==> config.mk <==
export PLATFORM = sky130hd
export DESIGN_NAME = frame_data_shadow_reg
export DESIGN_NICKNAME = d
export VERILOG_FILES = /design/src/rtl/frame_data_shadow_reg.sv
export SDC_FILE = /design/constraint.sdc
export NUM_CORES = 1
export LEC_CHECK = 0
export ABC_AREA = 1
export CAP_MARGIN = 20
export CORE_MARGIN = 5
export CORE_UTILIZATION = 50
export CTS_CLUSTER_DIAMETER = 100
export DETAILED_ROUTE_END_ITERATION = 10
export GPL_TIMING_DRIVEN = 0
export HOLD_SLACK_MARGIN = 0.05
export PLACE_DENSITY = 0.89
export SLEW_MARGIN = 30
export SYNTH_ARGS = -nofsm -noshare
export SYNTH_HDL_FRONTEND = slang
export SYNTH_SLANG_ARGS = --single-unit
==> constraint.sdc <==
create_clock -name CLK -period 5.68 [get_ports CLK]
set_input_delay 0.852 -clock CLK [delete_from_list [all_inputs] [get_ports CLK]]
set_output_delay 0.852 -clock CLK [all_outputs]
set_load 0.02 [all_outputs]
==> src/rtl/frame_data_shadow_reg.sv <==
// Per-row frame data register: pipelined frame writes load a shadow copy,
// and a commit strobe moves it to the active outputs so all rows switch together.
module frame_data_shadow_reg #(
  parameter int unsigned FRAME_BITS_PER_ROW = 32,
  parameter int unsigned ROW_SELECT_WIDTH   = 5,
  parameter int unsigned ROW                = 1,
  parameter int unsigned PIPE_STAGES        = 1,
  parameter int unsigned COUNT_WIDTH        = 8
) (
  input  logic                          CLK,
  input  logic                          RST,
  input  logic [FRAME_BITS_PER_ROW-1:0] FrameData_I,
  input  logic                          FrameStrobe_I,
  input  logic [ROW_SELECT_WIDTH-1:0]   RowSelect,
  input  logic                          Commit_I,
  input  logic                          ClearOverrun_I,
  output logic [FRAME_BITS_PER_ROW-1:0] FrameData_O,
  output logic [FRAME_BITS_PER_ROW-1:0] ShadowData_O,
  output logic                          ShadowFull_O,
  output logic                          Overrun_O,
  output logic [COUNT_WIDTH-1:0]        CommitCount_O
);

  localparam logic [ROW_SELECT_WIDTH-1:0] ROW_SEL = ROW_SELECT_WIDTH'(ROW);
  localparam logic [0:0] S_EMPTY = 1'b0;
  localparam logic [0:0] S_FULL  = 1'b1;

  logic                          w_stb;
  logic [ROW_SELECT_WIDTH-1:0]   w_row;
  logic [FRAME_BITS_PER_ROW-1:0] w_data;

  generate
    if (PIPE_STAGES == 0) begin : g_nopipe
      assign w_stb  = FrameStrobe_I;
      assign w_row  = RowSelect;
      assign w_data = FrameData_I;
    end else begin : g_pipe
      logic                          r_stb_q  [PIPE_STAGES];
      logic [ROW_SELECT_WIDTH-1:0]   r_row_q  [PIPE_STAGES];
      logic [FRAME_BITS_PER_ROW-1:0] r_data_q [PIPE_STAGES];

      always_ff @(posedge CLK or posedge RST) begin
        if (RST) begin
          for (int unsigned i = 0; i < PIPE_STAGES; i++) begin
            r_stb_q[i]  <= 1'b0;
            r_row_q[i]  <= '0;
            r_data_q[i] <= '0;
          end
        end else begin
          r_stb_q[0]  <= FrameStrobe_I;
          r_row_q[0]  <= RowSelect;
          r_data_q[0] <= FrameData_I;
          for (int unsigned i = 1; i < PIPE_STAGES; i++) begin
            r_stb_q[i]  <= r_stb_q[i-1];
            r_row_q[i]  <= r_row_q[i-1];
            r_data_q[i] <= r_data_q[i-1];
          end
        end
      end

      assign w_stb  = r_stb_q[PIPE_STAGES-1];
      assign w_row  = r_row_q[PIPE_STAGES-1];
      assign w_data = r_data_q[PIPE_STAGES-1];
    end
  endgenerate

  logic [0:0]                    r_state;
  logic [FRAME_BITS_PER_ROW-1:0] r_shadow;
  logic [FRAME_BITS_PER_ROW-1:0] r_active;
  logic                          r_overrun;
  logic [COUNT_WIDTH-1:0]        r_count;

  logic w_write;
  logic w_commit;

  assign w_write  = w_stb && (w_row == ROW_SEL);
  // Commit only takes effect when the shadow holds data; it uses the pre-edge shadow.
  assign w_commit = Commit_I && (r_state == S_FULL);

  always_ff @(posedge CLK or posedge RST) begin
    if (RST) begin
      r_state   <= S_EMPTY;
      r_shadow  <= '0;
      r_active  <= '0;
      r_overrun <= 1'b0;
      r_count   <= '0;
    end else begin
      if (w_write) begin
        r_shadow <= w_data;
      end
      if (w_commit) begin
        r_active <= r_shadow;
        r_count  <= r_count + COUNT_WIDTH'(1);
      end
      if (w_write) begin
        r_state <= S_FULL;
      end else if (w_commit) begin
        r_state <= S_EMPTY;
      end
      // Overwriting uncommitted data is an overrun; set has priority over clear.
      if (w_write && (r_state == S_FULL) && !w_commit) begin
        r_overrun <= 1'b1;
      end else if (ClearOverrun_I) begin
        r_overrun <= 1'b0;
      end
    end
  end

  assign FrameData_O   = r_active;
  assign ShadowData_O  = r_shadow;
  assign ShadowFull_O  = (r_state == S_FULL);
  assign Overrun_O     = r_overrun;
  assign CommitCount_O = r_count;

endmodule

# == Yosys cells after proc, flatten, opt, wreduce, memory -nomap -nowiden ==
# Index checks and enable logic that the tools add are counted.
# word_totals
word_cells,21
romBits,0
mem_count,0
latchBits,0
ramBits,0
ff_bits,112
output_inout_bits,74
# classes
eq_ne,1
magnitude_cmp,0
n_addsub,1
multipliers,0
n_div,0
muxes,4
n_bitwise,0
shifts,0
reduce_logical,7
# ops
cell,n
$add A8 B1 Y8 const B,1
$eq A5 B1 Y1 const B,1
$logic_and A1 B1 Y1,4
$mux W1,4
$reduce_bool A2 Y1,2
$logic_not A1 Y1,1

# == Logic depth before layout (Yosys ltp) ==
# Gate-level depths: netlist of the first run.
# logic_depth
word_depth,5
depth_mapped,8

# == Least setup slack after synthesis of the first run ==
# Ideal clock, no wire load.
# synth_timing
path_type,input -> register
start,input port Commit_I
end,register r_active[0] (netlist: FrameData_O[0])
setup_time_ns,0.117
arrival_ns,1.363
path_stages,5
t_required_ns,5.563
setup_slack_ns,4.200
path_cell_list,nand2_2 clkinv_2 buf_4 nand2_1 nand2_1
# synth_via
elab_chain_len,1
# synth_lines
element,line_no,rtl
start: declaration,15,"input logic Commit_I,"
$logic_and A1 B1 Y1,78,assign w_commit = Commit_I && (r_state == S_FULL);
end signal: assignment,92,r_active <= r_shadow;
end: declaration,69,logic [FRAME_BITS_PER_ROW-1:0] r_active;
# Every way passes these cells.
# A chain may end at the register's enable or synchronous reset.

# == Worst setup path after layout of the first run ==
# layout_timing
start,register r_count[0] (netlist: CommitCount_O[0])
end,output port CommitCount_O[0]
# layout_rtl
element,line_no,rtl
start: declaration,71,logic [COUNT_WIDTH-1:0] r_count;
start signal: assignment,93,r_count <= r_count + COUNT_WIDTH'(1);
end: declaration,21,output logic [COUNT_WIDTH-1:0] CommitCount_O
# No word-level cell between the ends.

==> metrics.txt, run 1 <==
status=finished, final reports clean; Crit path max-delay family=buffers and inverters; slowest cell delay on critical path=630 ps; # Post-CTS Setup Buffers=0; GR Util All Layers=0.192; Worst path slowest cell=clkdlybuf4s50_1; Syn-to-layout area delta=37.5%; CTS Buffer Depth=2; routability cong.=0.743; top post-synthesis cells by area=dfrtp_1 (71%), nand2_1 (16%), nand3_1 (4.3%), buf_4 (1.3%), inv_1 (1.2%); P_sw=547 uW; #FFs+latches synth=112; diodes inserted=0; Post-DP HPWL=6.47 mm; Mapped Area=0.00396 mm^2; met2 wire length=4.43 mm; # clock sinks=112; P per Cell Area=332 mW/mm^2; MaxCap Viol Count=0; die width=99.0 um; post-route clock period utilization=0.400; port bufs=115; met3 routed WL=562 um; worst slew pin tran=394 ps; Cells after Synth=374; share of total power in combinational logic=0.233; post-route ant nets=0; # IOs=116; Total Wirelength=8.82 mm; Flop pwr share=0.534; P_leak=0.00274 uW; wl on met1=3.64 mm; Die Area=0.00979 mm^2; unrepaired setup endpoints after global routing=no; Peak VDD IR=0.000169 V; switch share=0.303; Final Max Slew Viols=0; Setup-failing EPs final=0; peak fanout along the critical path=5; Layout Skew=9.10 ps; critical path, cell by cell=clkdlybuf4s50_1; sequential fraction of the synthesis area=0.708; GR Overflow Total=0; share of layout cells above drive strength 1=0.0791; setup_tns=0 ps; Unique masters post-synth=20; total iterations of the first detailed-routing run=4; first-pass GRT wire length=14.9 mm; internal cell power=1260 uW; CTS root buf=clkbuf_8; WL/cell=14.5 um; maximum clock rate=440 MHz; Tot Pwr=1810 uW; largest net degree at the start of global routing=71; chip height=99.0 um; Avg Cell Area, Syn=10.6 um^2; 1st-iter DRT viols=82; worst rel slew slack=0.737; initial antenna violation count=0; Resized Gates After CTS=0; Core Box Area=0.00773 mm^2; total CTS buffers=9; Layout Nets=544; # rows=32; DRC=0; vias in the first global route=3189; clock-pin slew on the worst setup and hold paths=100 ps; via count=2899; Worst Path Arrival=1420 ps; crit path kind=reg -> out; worst path required time=4830 ps; top sig layer=met4; startpoint types=flop; Final Hold Vio Count=0; Worst setup EP type=primary output; synth warn=0; H-tree depth=3; Final Critical Period=2270 ps; clock share of power=0.233; area share of the leading cell type in the synthesized netlist=0.708; initial core utilization=0.512; vias per cell=4.77; HP Class=reg -> reg; Post-CTS Hold Buffers=0; biggest area consumer among synthesized cells=dfrtp_1; Clk Latency, worst-skew pair=350 ps; worst path bufs/invs=1; CTS tree=built; syn_nets=417
per-layer routing:
metal,GRT usage,up-vias
met3,0.0502,17
met1,0.237,1387
met5,0,-
met4,0.0725,0
met2,0.323,93
li1,-,1402
flip-flops by register name, indices dropped and copies added (netlist names):
name / flops
g_pipe.r_stb_q: 1
g_pipe.r_data_q: 32
ShadowData_O: 32
Overrun_O: 1
ShadowFull_O: 1
CommitCount_O: 8
FrameData_O: 32
g_pipe.r_row_q: 5
worst min-delay path: stages (launching register included):
cell,delay [ps]
dfrtp_1,330
nand3_1,60
nand2_1,60
per-stage QoR:
stage                     hold WS, ps  setup slack [ps]  utilization  cell area, um^2  instances
final                             482              3410        0.704             5440        608
after global routing              514              3350        0.704             5440        608
after CTS                         484              3400        0.704             5440        608
after detailed placement          460              3450        0.682             5270        592
after global placement            456               514        0.678             5240        591
after floorplan                   452              1870            -             3960        374
cells in the final DEF, fill, tap and decap left out, types with 2 or more instances in the layout:
cell and n:
clkdlybuf4s50_1 115, buf_6 3, clkinv_2 3, buf_4 7, dfrtp_1 112, xor2_1 4, nand2_1 173, inv_6 3
nor2_1 8, nand2_2 2, clkbuf_8 9, buf_2 6, nand3_1 34, nand4_1 2, inv_1 12, o21ai_0 2
cell type report:
type	instances	area, um^2
multi-input cells	232	985
inverters	14	58.8
plain buffers	16	116
clock buffers	10	128
well taps	102	128
flip-flops and latches	112	2800
fillers	585	2290
clock inverters	6	43.8
repair buffers	116	1180
Yosys cell counts:
cell type and n:
buf_2 6, nand4_1 2, o21ai_0 2, buf_6 3, nor2_2 1, and2_1 1
nand3b_1 1, inv_1 13, nand2_1 173, nand2_4 1, dfrtp_1 112, nor3_2 1
nor2_1 8, nand3_1 34, buf_4 7, xor2_1 4, nor2_4 1, clkinv_2 1
ha_1 1, nand2_2 2
final timing paths:
| path | cells past startpoint | startpoint | end | slack [ps] |
|---|---|---|---|---|
| min in group asynchronous | 2 | RST | g_pipe.r_data_q[27] | 870 |
| hold / removal | 2 | g_pipe.r_data_q[7] | ShadowData_O[7] | 480 |
| setup reg to reg | 5 | ShadowFull_O | FrameData_O[12] | 4390 |
| max in group asynchronous | 3 | RST | FrameData_O[10] | 4160 |
| hold reg to reg | 2 | g_pipe.r_data_q[7] | ShadowData_O[7] | 480 |
| setup / recovery | 1 | CommitCount_O[0] | CommitCount_O[0] | 3410 |
cells by family after synthesis:
| family | synth area share |
|---|---|
| xor gates and xnor gates | 0.00885 |
| and+or+nand+nor | 0.234 |
| DFF | 0.708 |
| adders and majority gates | 0.00316 |
| buffers and inverters | 0.0430 |
| AOI/OAI and AO/OA | 0.00253 |
power by group through the flow:
stage          clock, uW  combinational (uW)  sequential [uW]
3_3_place_gp           0                 413              974
2_1_floorplan          0                94.2             1070
5_1_grt              458                 455              979
4_1_cts              429                 426              964
3_5_place_dp           0                 426              978
6_report             420                 420              965
Power figures use the tool's default switching activity.
==> run 2, diff against run 1 <==
--- a/config.mk
+++ b/config.mk
@@ -8,12 +8,12 @@
 export ABC_AREA = 1
 export CAP_MARGIN = 20
 export CORE_MARGIN = 5
-export CORE_UTILIZATION = 50
+export CORE_UTILIZATION = 42
 export CTS_CLUSTER_DIAMETER = 100
 export DETAILED_ROUTE_END_ITERATION = 10
 export GPL_TIMING_DRIVEN = 0
 export HOLD_SLACK_MARGIN = 0.05
-export PLACE_DENSITY = 0.89
+export PLACE_DENSITY = 0.8
 export SLEW_MARGIN = 30
 export SYNTH_ARGS = -nofsm -noshare
 export SYNTH_HDL_FRONTEND = slang
==> constraint.sdc (replaced) <==
create_clock -name CLK -period 1.88 [get_ports CLK]
set_input_delay 0.282 -clock CLK [delete_from_list [all_inputs] [get_ports CLK]]
set_output_delay 0.282 -clock CLK [all_outputs]
set_load 0.02 [all_outputs]
==> metrics.txt, run 2 (same netlist as run 1, synthesis figures left out) <==
status=finished, final reports clean; slowest cell delay on critical path=640 ps; Core Box Area=0.00920 mm^2; vias in the first global route=2980; CTS tree=built; Worst R2R Start=ShadowFull_O; unrepaired setup endpoints after global routing=no; largest net degree at the start of global routing=33; worst path required time=1600 ps; routability cong.=0.805; critical path, cell by cell=clkdlybuf4s50_1; Worst Path Arrival=1420 ps; Die Area=0.0115 mm^2; Layout Nets=546; Tot Pwr=5490 uW; # clock sinks=112; Final Hold Vio Count=0; worst r2r path cells=5; Worst setup EP type=primary output; via count=2867; MaxCap Viol Count=0; peak fanout along the critical path=4; GR Util All Layers=0.161; dpl ws=191 ps; Post-DP HPWL=6.53 mm; Worst path depth=1; worst rel slew slack=0.595; Setup-failing EPs final=0; Post-CTS Hold Buffers=0; FF-to-FF setup slack=580 ps; initial antenna violation count=0; setup_tns=0 ps; Final Critical Period=1700 ps; HP Class=in -> async; # Post-CTS Setup Buffers=0; total CTS buffers=9; H-tree depth=3; initial core utilization=0.430; chip height=107 um; DRC=0; worst path bufs/invs=1; 1st-iter DRT viols=95; P_leak=0.00276 uW; # IOs=116; reg2reg end=FrameData_O[14]; Setup WS post-layout=182 ps; worst slew pin tran=607 ps; WL/cell=14.2 um; crit path kind=reg -> out; Layout Skew=12.0 ps; startpoint types=flop; maximum clock rate=589 MHz; post-route clock period utilization=0.903; # rows=35; Total Wirelength=8.76 mm; total iterations of the first detailed-routing run=4; leading cell type in the layout, fill and taps excluded=nand2_1; post-route ant nets=0; vias per cell=4.63; diodes inserted=0; fillers=791; CTS root buf=clkbuf_8; share of layout cells above drive strength 1=0.0827; port bufs=115; die width=107 um; Crit path max-delay family=buffers and inverters; clock-pin slew on the worst setup and hold paths=100 ps; Final Max Slew Viols=0; Syn-to-layout area delta=38.8%; GR Overflow Total=0; first-pass GRT wire length=14.6 mm; Resized Gates After CTS=0; Clk Latency, worst-skew pair=350 ps; P per Cell Area=1000 mW/mm^2; Peak VDD IR=0.000513 V; most frequent cells in the layout=nand2_1 (173), clkdlybuf4s50_1 (115), dfrtp_1 (112), nand3_1 (34), inv_1 (12); CTS Buffer Depth=2; Worst path slowest cell=clkdlybuf4s50_1
run 2: cell types whose count changed in the layout (fill, tap and decap cells not counted), sizes merged:
cell    previous run  this run
inv               15        13
clkinv             4         5
clkbuf            10        11
buf               17        19
run 2: area by class of cell:
| type | instances | area [um^2] | share of cell area |
|---|---|---|---|
| buffer | 16 | 116 | 0.0212 |
| clock buffer | 11 | 141 | 0.0257 |
| clock inverter | 5 | 40.0 | 0.00729 |
| inverter | 14 | 57.6 | 0.0105 |
| multi-input combinational | 232 | 985 | 0.179 |
| sequential | 112 | 2800 | 0.510 |
| tap | 111 | 139 | 0.0253 |
| timing repair buffer | 118 | 1210 | 0.221 |
run 2: worst max-delay path by stage:
stage | from | slack [ps] | to
2_1_floorplan | RST | 240 | CommitCount_O[0]
3_3_place_gp | RST | -720 | g_pipe.r_data_q[18]
3_5_place_dp | Commit_I | 190 | FrameData_O[13]
4_1_cts | ShadowFull_O | 160 | ShadowFull_O
5_1_grt | ShadowFull_O | 110 | ShadowFull_O
6_report | ShadowFull_O | 180 | ShadowFull_O
run 2: layer usage:
layer / vias to the layer above / part of all wire / global-route usage
met3: 9 / 0.055 / 0.0427
met5: - / 0 / 0
met2: 69 / 0.51 / 0.263
met1: 1378 / 0.43 / 0.213
met4: 0 / 0.0099 / 0.0429
li1: 1411 / - / -
run 2: report_power, final:
group / switching, uW / internal [uW] / leakage [uW]
Sequential: 210 / 2700 / 0.00142
Combinational: 660 / 620 / 0.00125
Clock: 776 / 530 / 0.0000939
Total: 1650 / 3850 / 0.00276
run 2: stage by stage:
stage | hold WS [ps] | instances | cell area [um^2] | util
detailed placement | 460 | 603 | 5310 | 0.578
floorplan | 313 | 374 | 3960 | -
global placement | 458 | 600 | 5250 | 0.571
finish | 334 | 619 | 5490 | 0.597
global route | 332 | 619 | 5490 | 0.597
CTS | 340 | 619 | 5490 | 0.597
==> run 3, diff against run 2 <==
--- a/config.mk
+++ b/config.mk
@@ -8,12 +8,12 @@
 export ABC_AREA = 1
 export CAP_MARGIN = 20
 export CORE_MARGIN = 5
-export CORE_UTILIZATION = 42
+export CORE_UTILIZATION = 47
 export CTS_CLUSTER_DIAMETER = 100
 export DETAILED_ROUTE_END_ITERATION = 10
 export GPL_TIMING_DRIVEN = 0
 export HOLD_SLACK_MARGIN = 0.05
-export PLACE_DENSITY = 0.8
+export PLACE_DENSITY = 0.84
 export SLEW_MARGIN = 30
 export SYNTH_ARGS = -nofsm -noshare
 export SYNTH_HDL_FRONTEND = slang
==> constraint.sdc (replaced) <==
create_clock -name CLK -period 1.6 [get_ports CLK]
set_input_delay 0.24 -clock CLK [delete_from_list [all_inputs] [get_ports CLK]]
set_output_delay 0.24 -clock CLK [all_outputs]
set_load 0.02 [all_outputs]
==> metrics.txt, run 3 (same netlist as run 1, synthesis figures left out) <==
via count=2911; Crit path max-delay family=buffers and inverters; initial core utilization=0.482; post-route clock period utilization=0.967; # rows=33; Syn-to-layout area delta=39.0%; total CTS buffers=9; internal cell power=4500 uW; Final Critical Period=1550 ps; leading cell type in the layout, fill and taps excluded=nand2_1; port bufs=115; Total Wirelength=9.06 mm; 1st-iter DRT viols=110; worst rel slew slack=0.584; initial antenna violation count=0; fillers=690; Final Hold Vio Count=0; Worst path slowest cell=clkdlybuf4s50_1; Post-DP HPWL=6.77 mm; H-tree depth=3; HP Class=in -> async; largest net degree at the start of global routing=33; worst path required time=1360 ps; Layout Nets=546; Final Util=0.669; clock-pin slew on the worst setup and hold paths=100 ps; setup_tns=0 ps; GR Util All Layers=0.190; footprint of the multi-input gates=985 um^2; diodes inserted=0; unrepaired setup endpoints after global routing=no; GR Overflow Total=0; status=finished, final reports clean; MaxCap Viol Count=0; worst path bufs/invs=1; Layout Skew=12.2 ps; CTS Buffer Depth=2; Setup-failing EPs final=0; switch share=0.301; routability cong.=0.799; crit path kind=reg -> out; post-route ant nets=0; maximum clock rate=646 MHz; # Post-CTS Setup Buffers=0; worst slew pin tran=623 ps; Final Max Slew Viols=0; Core Box Area=0.00822 mm^2; Worst Path Arrival=1310 ps; CTS root buf=clkbuf_8; CTS tree=built; most frequent cells in the layout=nand2_1 (173), dfrtp_1 (112), dlygate4sd2_1 (51), clkdlybuf4s50_1 (42), nand3_1 (34); first-pass GRT wire length=15.1 mm; Clk Latency, worst-skew pair=360 ps; share of total power in combinational logic=0.208; WL/cell=14.8 um; clock share of power=0.263; slowest cell delay on critical path=600 ps; Die Area=0.0104 mm^2; vias in the first global route=3064; P_leak=0.00332 uW; P_sw=1940 uW; share of layout cells above drive strength 1=0.0846; critical path, cell by cell=clkdlybuf4s50_1; peak fanout along the critical path=2; Worst setup EP type=primary output; # clock sinks=112; Peak VDD IR=0.000699 V; # IOs=116; P per Cell Area=1170 mW/mm^2; DRC=0; Tot Pwr=6440 uW; vias per cell=4.75; die width=102 um; total iterations of the first detailed-routing run=6; Reg area=0.00280 mm^2; chip height=102 um; Flop pwr share=0.529; startpoint types=flop
## run 3: worst paths after layout
check | from | to | slack (ps) | cells after the start
setup / recovery | FrameData_O[28] | FrameData_O[28] | 50 | 1
max in group asynchronous | RST | g_pipe.r_data_q[29] | 750 | 3
setup reg to reg | ShadowFull_O | FrameData_O[14] | 300 | 5
hold reg to reg | g_pipe.r_data_q[29] | ShadowData_O[29] | 470 | 2
min in group CLK | FrameData_I[21] | g_pipe.r_data_q[21] | 310 | 1
hold / removal | RST | FrameData_O[5] | 290 | 2
## run 3: layer usage
layer,vias up,global-route usage,part of all wire
met3,12,0.0427,0.070
li1,1402,-,-
met1,1398,0.246,0.40
met4,0,0.0706,0.015
met2,99,0.315,0.51
met5,-,0,0
## run 3: cell type report
class / instances / area share
tap: 105 / 0.0239
timing repair buffer: 118 / 0.219
multi-input combinational: 232 / 0.179
sequential: 112 / 0.510
inverter: 14 / 0.0105
clock inverter: 6 / 0.0121
buffer: 16 / 0.0212
clock buffer: 10 / 0.0250
## run 3: what timing repair did
item / in CTS / in global routing
setup endpoints to repair: 51 / 22
hold buffers: 0 / 0
gates resized for setup: 51 / 22
## run 3: power by group through the flow
stage	combinational [uW]	clock [uW]	sequential (uW)
2_1_floorplan	335	0	3790
3_3_place_gp	1470	0	3450
3_5_place_dp	1530	0	3470
4_1_cts	1380	1740	3410
5_1_grt	1460	1840	3460
6_report	1340	1690	3410
## run 3: metrics by stage
stage / cell area (um^2) / setup slack [ps] / hold slack, ps / instances
3_3_place_gp: 5240 / -967 / 456 / 594
2_1_floorplan: 3960 / 2.55 / 271 / 374
6_report: 5500 / 53.2 / 294 / 613
3_5_place_dp: 5300 / -72.3 / 464 / 597
4_1_cts: 5440 / 1.65 / 283 / 613
5_1_grt: 5500 / 5.18 / 273 / 613
